File: src/rtl/vga_scanner_pkg.sv
// Shared timing defaults (640x480@60), display_addr field layout and colour constants
// for the VGA scanner and its GPU-side peers.
package vga_scanner_pkg;

  localparam int DEF_CLK_DIV = 2;
  localparam int DEF_H_SYNC  = 96;
  localparam int DEF_H_BACK  = 48;
  localparam int DEF_H_VIS   = 640;
  localparam int DEF_H_FRONT = 16;
  localparam int DEF_V_SYNC  = 2;
  localparam int DEF_V_BACK  = 33;
  localparam int DEF_V_VIS   = 480;
  localparam int DEF_V_FRONT = 10;

  localparam int ADDR_W  = 22;
  localparam int COORD_W = 10;
  localparam int VIS_BIT = 21;
  localparam int PAR_BIT = 20;
  localparam int X_MSB   = 19;
  localparam int X_LSB   = 10;
  localparam int Y_MSB   = 9;
  localparam int Y_LSB   = 0;

  localparam logic [2:0] RGB_BLACK = 3'b000;

  typedef logic [COORD_W-1:0] coord_t;

  // True when v lies in [lo, lo+len-1].
  function automatic logic in_range(input coord_t v, input int lo, input int len);
    return (int'(v) >= lo) && (int'(v) < lo + len);
  endfunction

endpackage

File: src/rtl/vga_scanner_if.sv
// Raster-position / colour link between the display scanner (master) and the GPU (slave).
interface vga_scanner_if;

  logic [vga_scanner_pkg::ADDR_W-1:0] display_addr;
  logic [2:0]                         display_data;

  modport master (output display_addr, input display_data);
  modport slave  (input display_addr, output display_data);

endinterface

File: src/rtl/vga_tick_div.sv
// Pixel-clock divider: pixel_tick is high on the last sysclk of every CLK_DIV-cycle slot.
module vga_tick_div #(
  parameter int CLK_DIV = 2
) (
  input  logic sysclk,
  input  logic rst,
  output logic pixel_tick
);

  localparam int CW = (CLK_DIV > 1) ? $clog2(CLK_DIV) : 1;
  localparam logic [CW-1:0] LAST = CW'(CLK_DIV - 1);

  logic [CW-1:0] count_reg;
  logic [CW-1:0] count_next;
  logic          tick_reg;

  always_comb begin
    count_next = (count_reg == LAST) ? '0 : count_reg + 1'b1;
  end

  // The tick is registered so it is low during reset even when CLK_DIV is 1.
  always_ff @(posedge sysclk) begin
    if (rst) begin
      count_reg <= '0;
      tick_reg  <= 1'b0;
    end else begin
      count_reg <= count_next;
      tick_reg  <= (count_next == LAST);
    end
  end

  assign pixel_tick = tick_reg;

endmodule

File: src/rtl/vga_scanner.sv
// VGA raster generator: counters, registered sync/blanking and colour capture from the GPU.
// Optional colour-bar generator enabled by defining VGA_TEST_PATTERN_EN (adds test_mode).
module vga_scanner
  import vga_scanner_pkg::*;
#(
  parameter int CLK_DIV  = DEF_CLK_DIV,
  parameter int H_SYNC   = DEF_H_SYNC,
  parameter int H_BACK   = DEF_H_BACK,
  parameter int H_VIS    = DEF_H_VIS,
  parameter int H_FRONT  = DEF_H_FRONT,
  parameter int V_SYNC   = DEF_V_SYNC,
  parameter int V_BACK   = DEF_V_BACK,
  parameter int V_VIS    = DEF_V_VIS,
  parameter int V_FRONT  = DEF_V_FRONT,
  parameter int SYNC_POL = 0
) (
  input  logic                 sysclk,
  input  logic                 rst,
  vga_scanner_if.master        display,
`ifdef VGA_TEST_PATTERN_EN
  input  logic                 test_mode,
`endif
  output logic                 pixel_tick,
  output logic                 frame_start,
  output logic                 hsync,
  output logic                 vsync,
  output logic [2:0]           vga_rgb
);

  localparam int H_TOTAL  = H_SYNC + H_BACK + H_VIS + H_FRONT;
  localparam int V_TOTAL  = V_SYNC + V_BACK + V_VIS + V_FRONT;
  localparam int H_VIS_LO = H_SYNC + H_BACK;
  localparam int V_VIS_LO = V_SYNC + V_BACK;
  localparam logic SYNC_ACT = (SYNC_POL != 0);

  logic              tick;
  coord_t            x_reg, x_next;
  coord_t            y_reg, y_next;
  logic              par_reg, par_next;
  logic              x_wrap, y_wrap;
  logic [ADDR_W-1:0] addr_reg, addr_next;
  logic [2:0]        rgb_reg;
  logic [2:0]        pix_colour;
  logic              hs_reg, vs_reg, fs_reg;

  vga_tick_div #(.CLK_DIV(CLK_DIV)) u_tick_div (
    .sysclk     (sysclk),
    .rst        (rst),
    .pixel_tick (tick)
  );

  always_comb begin
    x_next   = x_reg;
    y_next   = y_reg;
    par_next = par_reg;
    x_wrap   = (x_reg == COORD_W'(H_TOTAL - 1));
    y_wrap   = (y_reg == COORD_W'(V_TOTAL - 1));
    if (tick) begin
      if (x_wrap) begin
        x_next = '0;
        if (y_wrap) begin
          y_next   = '0;
          par_next = ~par_reg;
        end else begin
          y_next = y_reg + 1'b1;
        end
      end else begin
        x_next = x_reg + 1'b1;
      end
    end
  end

  // display_addr tracks the next counter state so it changes together with x/y.
  always_comb begin
    addr_next                = '0;
    addr_next[VIS_BIT]       = in_range(x_next, H_VIS_LO, H_VIS) &&
                               in_range(y_next, V_VIS_LO, V_VIS);
    addr_next[PAR_BIT]       = par_next;
    addr_next[X_MSB:X_LSB]   = x_next;
    addr_next[Y_MSB:Y_LSB]   = y_next;
  end

`ifdef VGA_TEST_PATTERN_EN
  coord_t bar_off;
  always_comb begin
    bar_off    = x_reg - COORD_W'(H_VIS_LO);
    pix_colour = addr_reg[VIS_BIT] ? display.display_data : RGB_BLACK;
    if (test_mode && addr_reg[VIS_BIT]) begin
      pix_colour = bar_off[8:6];
    end
  end
`else
  // Blanking is forced here; the GPU's own output outside the visible area is ignored.
  always_comb begin
    pix_colour = addr_reg[VIS_BIT] ? display.display_data : RGB_BLACK;
  end
`endif

  always_ff @(posedge sysclk) begin
    if (rst) begin
      x_reg    <= '0;
      y_reg    <= '0;
      par_reg  <= 1'b0;
      addr_reg <= '0;
      rgb_reg  <= RGB_BLACK;
      hs_reg   <= ~SYNC_ACT;
      vs_reg   <= ~SYNC_ACT;
      fs_reg   <= 1'b0;
    end else begin
      x_reg    <= x_next;
      y_reg    <= y_next;
      par_reg  <= par_next;
      addr_reg <= addr_next;
      fs_reg   <= tick && x_wrap && y_wrap;
      // Sync is decoded from the slot being captured so it lines up with vga_rgb.
      if (tick) begin
        rgb_reg <= pix_colour;
        hs_reg  <= (x_reg < COORD_W'(H_SYNC)) ? SYNC_ACT : ~SYNC_ACT;
        vs_reg  <= (y_reg < COORD_W'(V_SYNC)) ? SYNC_ACT : ~SYNC_ACT;
      end
    end
  end

  assign display.display_addr = addr_reg;
  assign pixel_tick           = tick;
  assign frame_start          = fs_reg;
  assign hsync                = hs_reg;
  assign vsync                = vs_reg;
  assign vga_rgb              = rgb_reg;

endmodule
File: src/flat_wrapper.sv
// flat-port wrapper written by rule: the top's interface ports become plain ports
module vga_scanner_flat import vga_scanner_pkg::*;
#(
  parameter int CLK_DIV  = DEF_CLK_DIV,
  parameter int H_SYNC   = DEF_H_SYNC,
  parameter int H_BACK   = DEF_H_BACK,
  parameter int H_VIS    = DEF_H_VIS,
  parameter int H_FRONT  = DEF_H_FRONT,
  parameter int V_SYNC   = DEF_V_SYNC,
  parameter int V_BACK   = DEF_V_BACK,
  parameter int V_VIS    = DEF_V_VIS,
  parameter int V_FRONT  = DEF_V_FRONT,
  parameter int SYNC_POL = 0
)
  (sysclk, rst, pixel_tick, frame_start, hsync, vsync, vga_rgb, display_display_addr, display_display_data);
  vga_scanner_if display_i ();
  input  logic sysclk;
  input  logic rst;
  output logic pixel_tick;
  output logic frame_start;
  output logic hsync;
  output logic vsync;
  output logic [2:0] vga_rgb;
  output wire logic [$bits(display_i.display_addr)-1:0] display_display_addr;
  input wire logic [$bits(display_i.display_data)-1:0] display_display_data;
  assign display_display_addr = display_i.display_addr;
  assign display_i.display_data = display_display_data;
  vga_scanner #(.CLK_DIV(CLK_DIV), .H_SYNC(H_SYNC), .H_BACK(H_BACK), .H_VIS(H_VIS), .H_FRONT(H_FRONT), .V_SYNC(V_SYNC), .V_BACK(V_BACK), .V_VIS(V_VIS), .V_FRONT(V_FRONT), .SYNC_POL(SYNC_POL)) u_core (.sysclk(sysclk), .rst(rst), .display(display_i), .pixel_tick(pixel_tick), .frame_start(frame_start), .hsync(hsync), .vsync(vsync), .vga_rgb(vga_rgb));
endmodule
File: config.mk
export PLATFORM = sky130hd
export DESIGN_NAME = vga_scanner_flat
export DESIGN_NICKNAME = d
export VERILOG_FILES = /design/src/rtl/vga_scanner_pkg.sv /design/src/rtl/vga_scanner_if.sv /design/src/rtl/vga_tick_div.sv /design/src/rtl/vga_scanner.sv /design/src/flat_wrapper.sv
export SDC_FILE = /design/constraint.sdc
export NUM_CORES = 1
export LEC_CHECK = 0
export ABC_AREA = 1
export CORE_MARGIN = 2
export CORE_UTILIZATION = 51
export CTS_CLUSTER_SIZE = 28
export DETAILED_ROUTE_END_ITERATION = 7
export PLACE_DENSITY = 0.77
export SKIP_CTS_REPAIR_TIMING = 1
export SYNTH_ARGS = -nofsm -noshare
export SYNTH_HDL_FRONTEND = slang
export SYNTH_HIERARCHICAL = 1
export SYNTH_SLANG_ARGS = --single-unit
export TNS_END_PERCENT = 30
File: constraint.sdc
create_clock -name sysclk -period 1.9 [get_ports sysclk]
set_clock_uncertainty 0.1 [all_clocks]
set_input_delay 0.38 -clock sysclk [delete_from_list [all_inputs] [get_ports sysclk]]
set_output_delay 0.38 -clock sysclk [all_outputs]
set_load 0.05 [all_outputs]
-- After elaboration in Yosys (flattened, before gate mapping)
Index checks and enable logic that the tools add are counted.
- bits in registers: 50
- input bits: 5
- output and inout bits: 29
- logic and storage cells: 38
- $lt $le $gt $ge: 6
- mux-type cells: 11
- reduce and logical (&&, ||, !) cells: 6
- bitwise gates (word level): 1
- equal/unequal tests: 2
- add/sub/neg operators: 3
- operator list (kind ; number):
    2-to-1 mux 10 bit ; 5
    adder 10 x 1 -> 10 bit, second input constant ; 2
    == test 10 bit, second input constant ; 2
    < comparator 10 bit, second input constant ; 2
    >= comparator 10 x 6 -> 1 bit, second input constant ; 1
    >= comparator 10 x 8 -> 1 bit, second input constant ; 1
    < comparator 10 x 2 -> 1 bit, second input constant ; 1
    < comparator 10 x 7 -> 1 bit, second input constant ; 1
    logical AND 1 bit ; 5
    2-to-1 mux 1 bit ; 5
    2-to-1 mux 3 bit ; 1
    OR reduction 2 bit ; 1
    adder 1 bit, second input constant ; 1
    inverter 1 bit ; 1

-- Depth between registers and ports, before layout
Gate-level depths: netlist of run 1.
- depth in word-level cells: 7
- mapped depth: 15
- mapped depth without buffers: 15

-- Hierarchy
The synthesis of run 1 kept the hierarchy.
- modules (own cells, without submodules) (module ; seq. area each (µm²) ; instances ; cells an instance ; area an instance (µm²)):
    vga_scanner ; 560.5 ; 1 ; 256 ; 1707.9
    vga_tick_div ; 20.0 ; 1 ; 2 ; 23.8

-- Worst setup path before layout of run 1
No wires, ideal clock.
- path kind: register to register
- start: reg u_core.x_reg[1]
- end: reg u_core.addr_reg[21], in the netlist u_core/display.display_addr[21]
- required time: 1738 ps
- setup time: 62 ps
- slack: -237 ps
- arrival: 1975 ps
- stages on the path, launching flop included: 15
- period minus slack after synthesis: 2137 ps
- path buffers: 0
- cell sequence: dfxtp_1 -> ha_1 -> nand2_2 -> inv_2 -> nand2_4 -> nor2_4 -> nand3_1 -> nand2_1 -> nand3_2 -> and2_1 -> nand2_1 -> nand2_1 -> nor2_1 -> nand2_1 -> nor2_2
- longest elaborated chain between the ends: 6
- elaborated cells between the ends (all ways): 13
- those cells by class: 1 x add/sub; 4 x order compare; 1 x eq/ne; 4 x mux; 3 x reduce/logical
- ends and longest elaborated chain (element ; line ; RTL):
    from (decl) ; vga_scanner.sv:37 ; coord_t x_reg, x_next;
    from (signal assigned) ; vga_scanner.sv:110 ; x_reg <= x_next;
    adder 10 x 1 -> 10 bit or == test 10 bit (tied branches) ; vga_scanner.sv:68, vga_scanner.sv:56 ;
    2-to-1 mux 10 bit ; vga_scanner.sv:59 ; if (x_wrap) begin
    2-to-1 mux 10 bit ; vga_scanner.sv:58 ; if (tick) begin
    >= comparator 10 x 8 -> 1 bit (tied with other cells) ; vga_scanner_pkg.sv:30 ; return (int'(v) >= lo) && (int'(v) < lo + len);
    logical AND 1 bit ; vga_scanner_pkg.sv:30 ;
    logical AND 1 bit * ; vga_scanner.sv:76 ; addr_next[VIS_BIT] = in_range(x_next, H_VIS_LO, H_VIS) &&
    to (signal assigned) ; vga_scanner.sv:113 ; addr_reg <= addr_next;
    to (decl) ; vga_scanner.sv:41 ; logic [ADDR_W-1:0] addr_reg, addr_next;
Mark *: on every way between the ends. The rest lies on a longest branch, timed or not.
A chain may end at the register's enable or synchronous reset.

-- Worst setup path after layout of run 1
Ends and elaborated chain as after synthesis.

==> flow_summary.json, run 1 <==
{
  "final.period_utilization_pct": 98.13,
  "tritoncts_clock_tree": "done",
  "vdd_ir_drop_max_uv": 312.1,
  "final_layout_size_suffix_gt1_share_pct": 34.97,
  "yosys.cell_types.count": 33,
  "grt_overflow_total": 0,
  "timing.critical_path.fanout_max": 6,
  "viasPerCell": 5.009,
  "synth_nets": 266,
  "clk_path_buf_depth": 2,
  "worst_slew_margin_rel_pct": 75.92,
  "cts.clk_slew.worst_paths_ns": 0.09,
  "max_freq_mhz": 536.3,
  "status": "finished clean",
  "critical_path_class": "reg2reg",
  "critPathRequiredTime_ns": 2.03,
  "grt_start_max_net_pins": 14,
  "maxSlewViolCount": 0,
  "powerDensity_nw_per_um2": 487.7,
  "half_perimeter_wire_length_after_placement_mm": 3.179,
  "grt_pass1_wl_mm": 7.065,
  "grt_util_all_layers_pct": 23.13,
  "worstRegToRegCells": 14,
  "gp_congestion": 0.9251,
  "dr_total_vias": 1763,
  "later_pin_clock_latency_in_the_skew_report_ns": 0.33,
  "worst_hold_slack_ns": 0.3737,
  "critPathCaptureType": "register",
  "clock_tree_root_buffer_cell": "sky130_fd_sc_hd__clkbuf_4",
  "arrival_ns": 2.00,
  "vias_in_the_first_global_route": 1561,
  "placed_cell_area_um2": 2115,
  "timing.hold.worst_path_depth": 2,
  "post_synth_inst_count": 258,
  "pin_slew_with_the_least_headroom_to_its_limit_ns": 0.3607,
  "post_detailed_route_count_of_antenna_violating_nets": 0,
  "ys_seq_elements": 29,
  "synth-warning-count": 6,
  "setup_violations": 0,
  "cts_num_sinks": 29,
  "die_width_um": 62.27,
  "design.final.nets": 313,
  "max_cap_viol": 0,
  "placementRows": 21,
  "detail_route.iter0.violations": 101,
  "clock_tree.htree_level_count": 2,
  "timing.hold.worst.class": "reg2reg",
  "core_um2": 3311,
  "firstDrtPassIters": 4,
  "synth_sequential_area_ratio_pct": 33.53,
  "timing_hold_violations_final": 0,
  "netlist_top_cells_area": "sky130_fd_sc_hd__dfxtp_1, sky130_fd_sc_hd__nand2_1, sky130_fd_sc_hd__nor2_1",
  "unrepaired_setup_endpoints_after_global_routing": "true",
  "area_fraction_of_the_dominant_cell_type_after_synthesis_pct": 33.53,
  "syn_avg_cell_area_um2": 6.712,
  "initial_core_util_pct": 52.31,
  "cts-buffers-inserted": 5,
  "routed_wire_length_mm": 4.392,
  "fillers": 292,
  "design_area_um2": 2313,
  "p_leak_nw": 1.124,
  "num_antenna_cells": 0,
  "layout_min_cycle_time_ns": 1.865,
  "drc": 0,
  "ports": 34,
  "dieArea_um2": 3878,
  "synthToLayoutAreaGrowth_pct": 33.60,
  "synthesis.area_um2": 1732,
  "critical_path.startpoint_type": "register",
  "die_h_um": 62.27,
  "number_of_port_buffers": 33,
  "number_of_antenna_violations_at_the_first_check_in_global_routing": 0,
  "netlist.top_cell.by_area": "sky130_fd_sc_hd__dfxtp_1",
  "detail_route.wl_per_cell_um": 12.48
}
power breakdown:
part,internal (mW),switching [mW],leakage [nW]
logic,0.0432,0.0738,0.850
clock network,0.182,0.209,0.0326
registers,0.612,0.00794,0.240
synthesized netlist by cell type (all sizes together):
master / instances
dfxtp: 29
nand4: 10
a21oi: 10
o41ai: 1
nor3: 2
clkinv: 1
clkbuf: 2
inv: 34
nor2: 49
o21ai: 7
ha: 3
o21a: 1
and2: 1
nand3: 26
or2: 1
o21bai: 1
nand2: 74
o22ai: 1
buf: 3
xor2: 2
cells by family (layout without fill, tap and decap cells):
kind of cell / after synthesis / after routing / synth area share [%]
adder cells (fa/ha/maj): 3 / 3 / 2.168
AND/OR/NAND/NOR: 163 / 163 / 46.75
XOR/XNOR: 2 / 2 / 1.012
buffers and inverters: 40 / 88 / 9.248
AO/OA/AOI/OAI: 21 / 21 / 7.298
flip-flops: 29 / 29 / 33.53
metrics by stage:
stage          power (mW)   TNS [ns]  std cells  setup WS (ns)  utilization, %
2_1_floorplan      0.7000          0        258        0.01825               -
3_3_place_gp       0.7474   -0.01151        339       -0.01151           63.87
3_5_place_dp       0.7481  -0.006267        339      -0.006267           63.87
4_1_cts             1.138   -0.05067        347       -0.05067           65.65
5_1_grt             1.185   -0.09467        352       -0.09467           69.88
6_report            1.128          0        352        0.03548           69.88
worst max-delay path: stages, from the launching register on:
cell	delay, ns
sky130_fd_sc_hd__dfxtp_4	0.38
sky130_fd_sc_hd__ha_4	0.15
sky130_fd_sc_hd__nand2_4	0.07
sky130_fd_sc_hd__inv_6	0.09
sky130_fd_sc_hd__nand3_4	0.07
sky130_fd_sc_hd__nor2_4	0.22
sky130_fd_sc_hd__nand4_1	0.12
sky130_fd_sc_hd__nand2_1	0.08
sky130_fd_sc_hd__nand2_1	0.06
sky130_fd_sc_hd__nand2_2	0.07
sky130_fd_sc_hd__nand2_1	0.05
sky130_fd_sc_hd__nor2_1	0.13
sky130_fd_sc_hd__nand2_1	0.07
sky130_fd_sc_hd__nand2_1	0.07
sky130_fd_sc_hd__nor2_2	0.03
area by class of cell:
cell class | instances | area [um^2] | share of cell area [%]
Inverter | 35 | 142.6 | 6.166
Timing Repair Buffer | 45 | 372.9 | 16.12
Clock buffer | 8 | 58.81 | 2.542
Multi-Input combinational cell | 189 | 1079 | 46.62
Sequential cell | 29 | 603.1 | 26.07
Tap cell | 46 | 57.56 | 2.488
layout by cell type (no fill, tap or decap), types with 5 or more instances in the layout:
| cell | instances |
|---|---|
| sky130_fd_sc_hd__nand2_1 | 65 |
| sky130_fd_sc_hd__buf_4 | 39 |
| sky130_fd_sc_hd__nor2_1 | 36 |
| sky130_fd_sc_hd__inv_1 | 26 |
| sky130_fd_sc_hd__dfxtp_1 | 19 |
| sky130_fd_sc_hd__nand3_1 | 17 |
| sky130_fd_sc_hd__nand4_1 | 9 |
| sky130_fd_sc_hd__a21oi_1 | 8 |
| sky130_fd_sc_hd__nand2_2 | 7 |
| sky130_fd_sc_hd__nor2_2 | 7 |
| sky130_fd_sc_hd__nand3_2 | 7 |
| sky130_fd_sc_hd__dfxtp_2 | 6 |
| sky130_fd_sc_hd__clkbuf_4 | 5 |
| sky130_fd_sc_hd__inv_2 | 5 |
| sky130_fd_sc_hd__nor2_4 | 5 |
per-layer routing:
metal  vias up  wire length (um)  global-route usage, %
met5         -                 0                      0
met2        51              2149                  38.04
met1       796              1945                  28.31
met3         5               230                  6.159
met4         0                67                  10.56
li1        911                 -                      -
worst paths after layout:
| path | startpoint | end | slack (ns) |
|---|---|---|---|
| hold / removal | u_core/display.display_addr[20] | u_core/display.display_addr[20] | 0.37 |
| hold reg to reg | u_core/display.display_addr[20] | u_core/display.display_addr[20] | 0.37 |
| setup reg to reg | u_core/x_reg[1] | u_core/display.display_addr[21] | 0.04 |
| setup / recovery | u_core/x_reg[1] | u_core/display.display_addr[21] | 0.04 |
(Power assumes the default switching activity.)
==> run 2: changes to the inputs <==
ABC_AREA = unset   (was 1)
CORE_UTILIZATION = 50   (was 51)
==> run 2 against run 1 <==
The run now ends with negative setup slack left. Wire length increased by 6.2%. Register-to-register slack worse by 0.58 ns. Global-route usage increased by 5.8 points. Non-clock buffer count increased by 43. Hold slack better by 0.0025 ns.
==> flow_summary.json, run 2 <==
{
  "post_synth_inst_count": 189,
  "vias_in_the_first_global_route": 1666,
  "cts_num_sinks": 29,
  "drc": 0,
  "timing.hold.worst.class": "reg2reg",
  "regToRegStartpoint": "u_core/y_reg[4]",
  "die_width_um": 59.91,
  "hold_start": "u_core/vga_rgb[2]",
  "critical_path_class": "reg2reg",
  "grt_pass1_wl_mm": 7.741,
  "synthesis.area_um2": 1563,
  "routed_wire_length_mm": 4.665,
  "area_fraction_of_the_dominant_cell_type_after_synthesis_pct": 37.15,
  "yosys.cell_types.count": 48,
  "pwr-share-comb_pct": 10.0,
  "initial_core_util_pct": 52.04,
  "synth_nets": 197,
  "cts.clk_slew.worst_paths_ns": 0.10,
  "fin_total_pwr_mw": 1.085,
  "gp_congestion": 0.9356,
  "final_layout_size_suffix_gt1_share_pct": 46.69,
  "worst_slew_margin_rel_pct": 69.96,
  "pin_slew_with_the_least_headroom_to_its_limit_ns": 0.4471,
  "number_of_antenna_violations_at_the_first_check_in_global_routing": 0,
  "post_detailed_route_count_of_antenna_violating_nets": 0,
  "critPathCaptureType": "register",
  "dieArea_um2": 3589,
  "syn_avg_cell_area_um2": 8.269,
  "yosys-top-cells-count": "sky130_fd_sc_hd__dfxtp_1, sky130_fd_sc_hd__nor2_1, sky130_fd_sc_hd__a21oi_1, sky130_fd_sc_hd__nand2_1, sky130_fd_sc_hd__nand3_1",
  "postLayoutSetupSlackWorst_ns": -0.5486,
  "timing.setup.tns_ns": -0.9149,
  "netlist_top_cells_area": "sky130_fd_sc_hd__dfxtp_1, sky130_fd_sc_hd__nor2_1, sky130_fd_sc_hd__a21oi_1",
  "p_leak_nw": 1.005,
  "firstDrtPassIters": 4,
  "layout_min_cycle_time_ns": 2.449,
  "critical_path.startpoint_type": "register",
  "clock_tree.htree_level_count": 2,
  "netlist.top_cell.by_area": "sky130_fd_sc_hd__dfxtp_1",
  "clock_tree_root_buffer_cell": "sky130_fd_sc_hd__clkbuf_4",
  "synth-warning-count": 6,
  "synth_sequential_area_ratio_pct": 37.15,
  "ff2ff_setup_slack_ns": -0.55,
  "critPathRequiredTime_ns": 2.03,
  "num_antenna_cells": 0,
  "fillers": 219,
  "synth_most_common_cell": "sky130_fd_sc_hd__dfxtp_1",
  "synthToLayoutAreaGrowth_pct": 50.52,
  "unrepaired_setup_endpoints_after_global_routing": "true",
  "internal_power_uw": 799.2,
  "ports": 34,
  "timing_hold_violations_final": 0,
  "maxSlewViolCount": 0,
  "sw_pwr_uw": 286.1,
  "ys_seq_elements": 29,
  "placementRows": 20,
  "ff_latch_area_um2": 614.3,
  "powerDensity_nw_per_um2": 461.4,
  "dr_total_vias": 1749,
  "grt_util_all_layers_pct": 28.93,
  "design.final.nets": 279,
  "grt_start_max_net_pins": 15,
  "cts-buffers-inserted": 5,
  "max_cap_viol": 0,
  "max_freq_mhz": 408.4,
  "worstSetupStartpoint": "u_core/y_reg[4]",
  "power.sequential.fraction_pct": 56.7,
  "synthFlopType": "sky130_fd_sc_hd__dfxtp_1",
  "viasPerCell": 5.734,
  "core_um2": 3003,
  "power.switching_fraction_pct": 26.36,
  "timing.critical_path.fanout_max": 5,
  "grt_overflow_total": 0,
  "clk_path_buf_depth": 2,
  "detail_route.iter0.violations": 123,
  "postSynth.asyncResetShare_pct": 0,
  "die_h_um": 59.91,
  "status": "complete, but fails checks",
  "arrival_ns": 2.58,
  "clock_power_share_pct": 33.3,
  "utilization_pct": 78.33,
  "synth_enable_flop_cells": 0,
  "failing_checks": "negative setup slack",
  "tritoncts_clock_tree": "done",
  "half_perimeter_wire_length_after_placement_mm": 3.506,
  "multi_input_gate_area_um2": 918.4,
  "most-common-layout-cells": "sky130_fd_sc_hd__buf_4, sky130_fd_sc_hd__nor2_1, sky130_fd_sc_hd__dfxtp_2",
  "setup_violations": 4,
  "later_pin_clock_latency_in_the_skew_report_ns": 0.32,
  "number_of_port_buffers": 33,
  "layout_commonest_cell": "sky130_fd_sc_hd__buf_4",
  "vdd_ir_drop_max_uv": 442.2,
  "detail_route.wl_per_cell_um": 15.30,
  "final.period_utilization_pct": 128.9
}
==> run 2: kinds of logic after synthesis <==
| kind of cell | after synthesis | synth area share, % |
|---|---|---|
| AND/OR/NAND/NOR | 90 | 32.67 |
| AO/OA/AOI/OAI | 37 | 15.05 |
| flip-flops | 29 | 37.15 |
| buffers and inverters | 18 | 5.764 |
| XOR/XNOR | 10 | 5.604 |
| adder cells (fa/ha/maj) | 3 | 2.402 |
| multiplexers | 2 | 1.361 |
==> run 2: worst max-delay path, cell delays in order (launching register included) <==
cell,delay [ns]
sky130_fd_sc_hd__dfxtp_2,0.34
sky130_fd_sc_hd__or4_4,0.56
sky130_fd_sc_hd__nor3_4,0.24
sky130_fd_sc_hd__nor2_2,0.09
sky130_fd_sc_hd__a21oi_1,0.18
sky130_fd_sc_hd__o221ai_1,0.15
sky130_fd_sc_hd__or4_1,0.48
sky130_fd_sc_hd__a31oi_1,0.21
==> run 2: path summary, 6_finish.rpt <==
check                               endpoint  cells after the start
max reg2reg  u_core/display.display_addr[21]                      7
min                        u_core/vga_rgb[2]                      2
min reg2reg                u_core/vga_rgb[2]                      2
max          u_core/display.display_addr[21]                      7
==> run 2: power by group through the flow <==
| stage | Clock [mW] | Combinational, mW | Sequential [mW] |
|---|---|---|---|
| after floorplan | 0 | 0.0288 | 0.656 |
| after global routing | 0.396 | 0.115 | 0.617 |
| final | 0.361 | 0.108 | 0.616 |
| after detailed placement | 0 | 0.107 | 0.630 |
| after global placement | 0 | 0.104 | 0.629 |
| after CTS | 0.372 | 0.109 | 0.616 |
==> run 2: stage by stage <==
step | hold WS, ns | instance area [um^2] | setup WS, ns | instances
2_1_floorplan | 0.3393 | 1612 | -0.5056 | 189
3_3_place_gp | 0.3541 | 2288 | -0.3505 | 297
3_5_place_dp | 0.3679 | 2288 | -0.4687 | 297
4_1_cts | 0.3814 | 2340 | -0.4923 | 305
5_1_grt | 0.3996 | 2352 | -0.5666 | 305
6_report | 0.3762 | 2352 | -0.5486 | 305
==> run 2: metal layers <==
layer / GRT usage, % / wire length, um / vias to the layer above
met5: 0 / 0 / -
met4: 11.43 / 91 / 0
met3: 7.576 / 321 / 10
met2: 47.36 / 2363 / 79
met1: 35.98 / 1889 / 816
li1: - / - / 844
==> run 2: layout make-up <==
type | count | area share, %
clock inverter | 2 | 0.4255
timing repair buffer | 88 | 30.11
inverter | 5 | 0.7979
sequential | 29 | 26.12
multi-input combinational | 142 | 39.04
clock buffer | 6 | 1.755
tap | 33 | 1.755
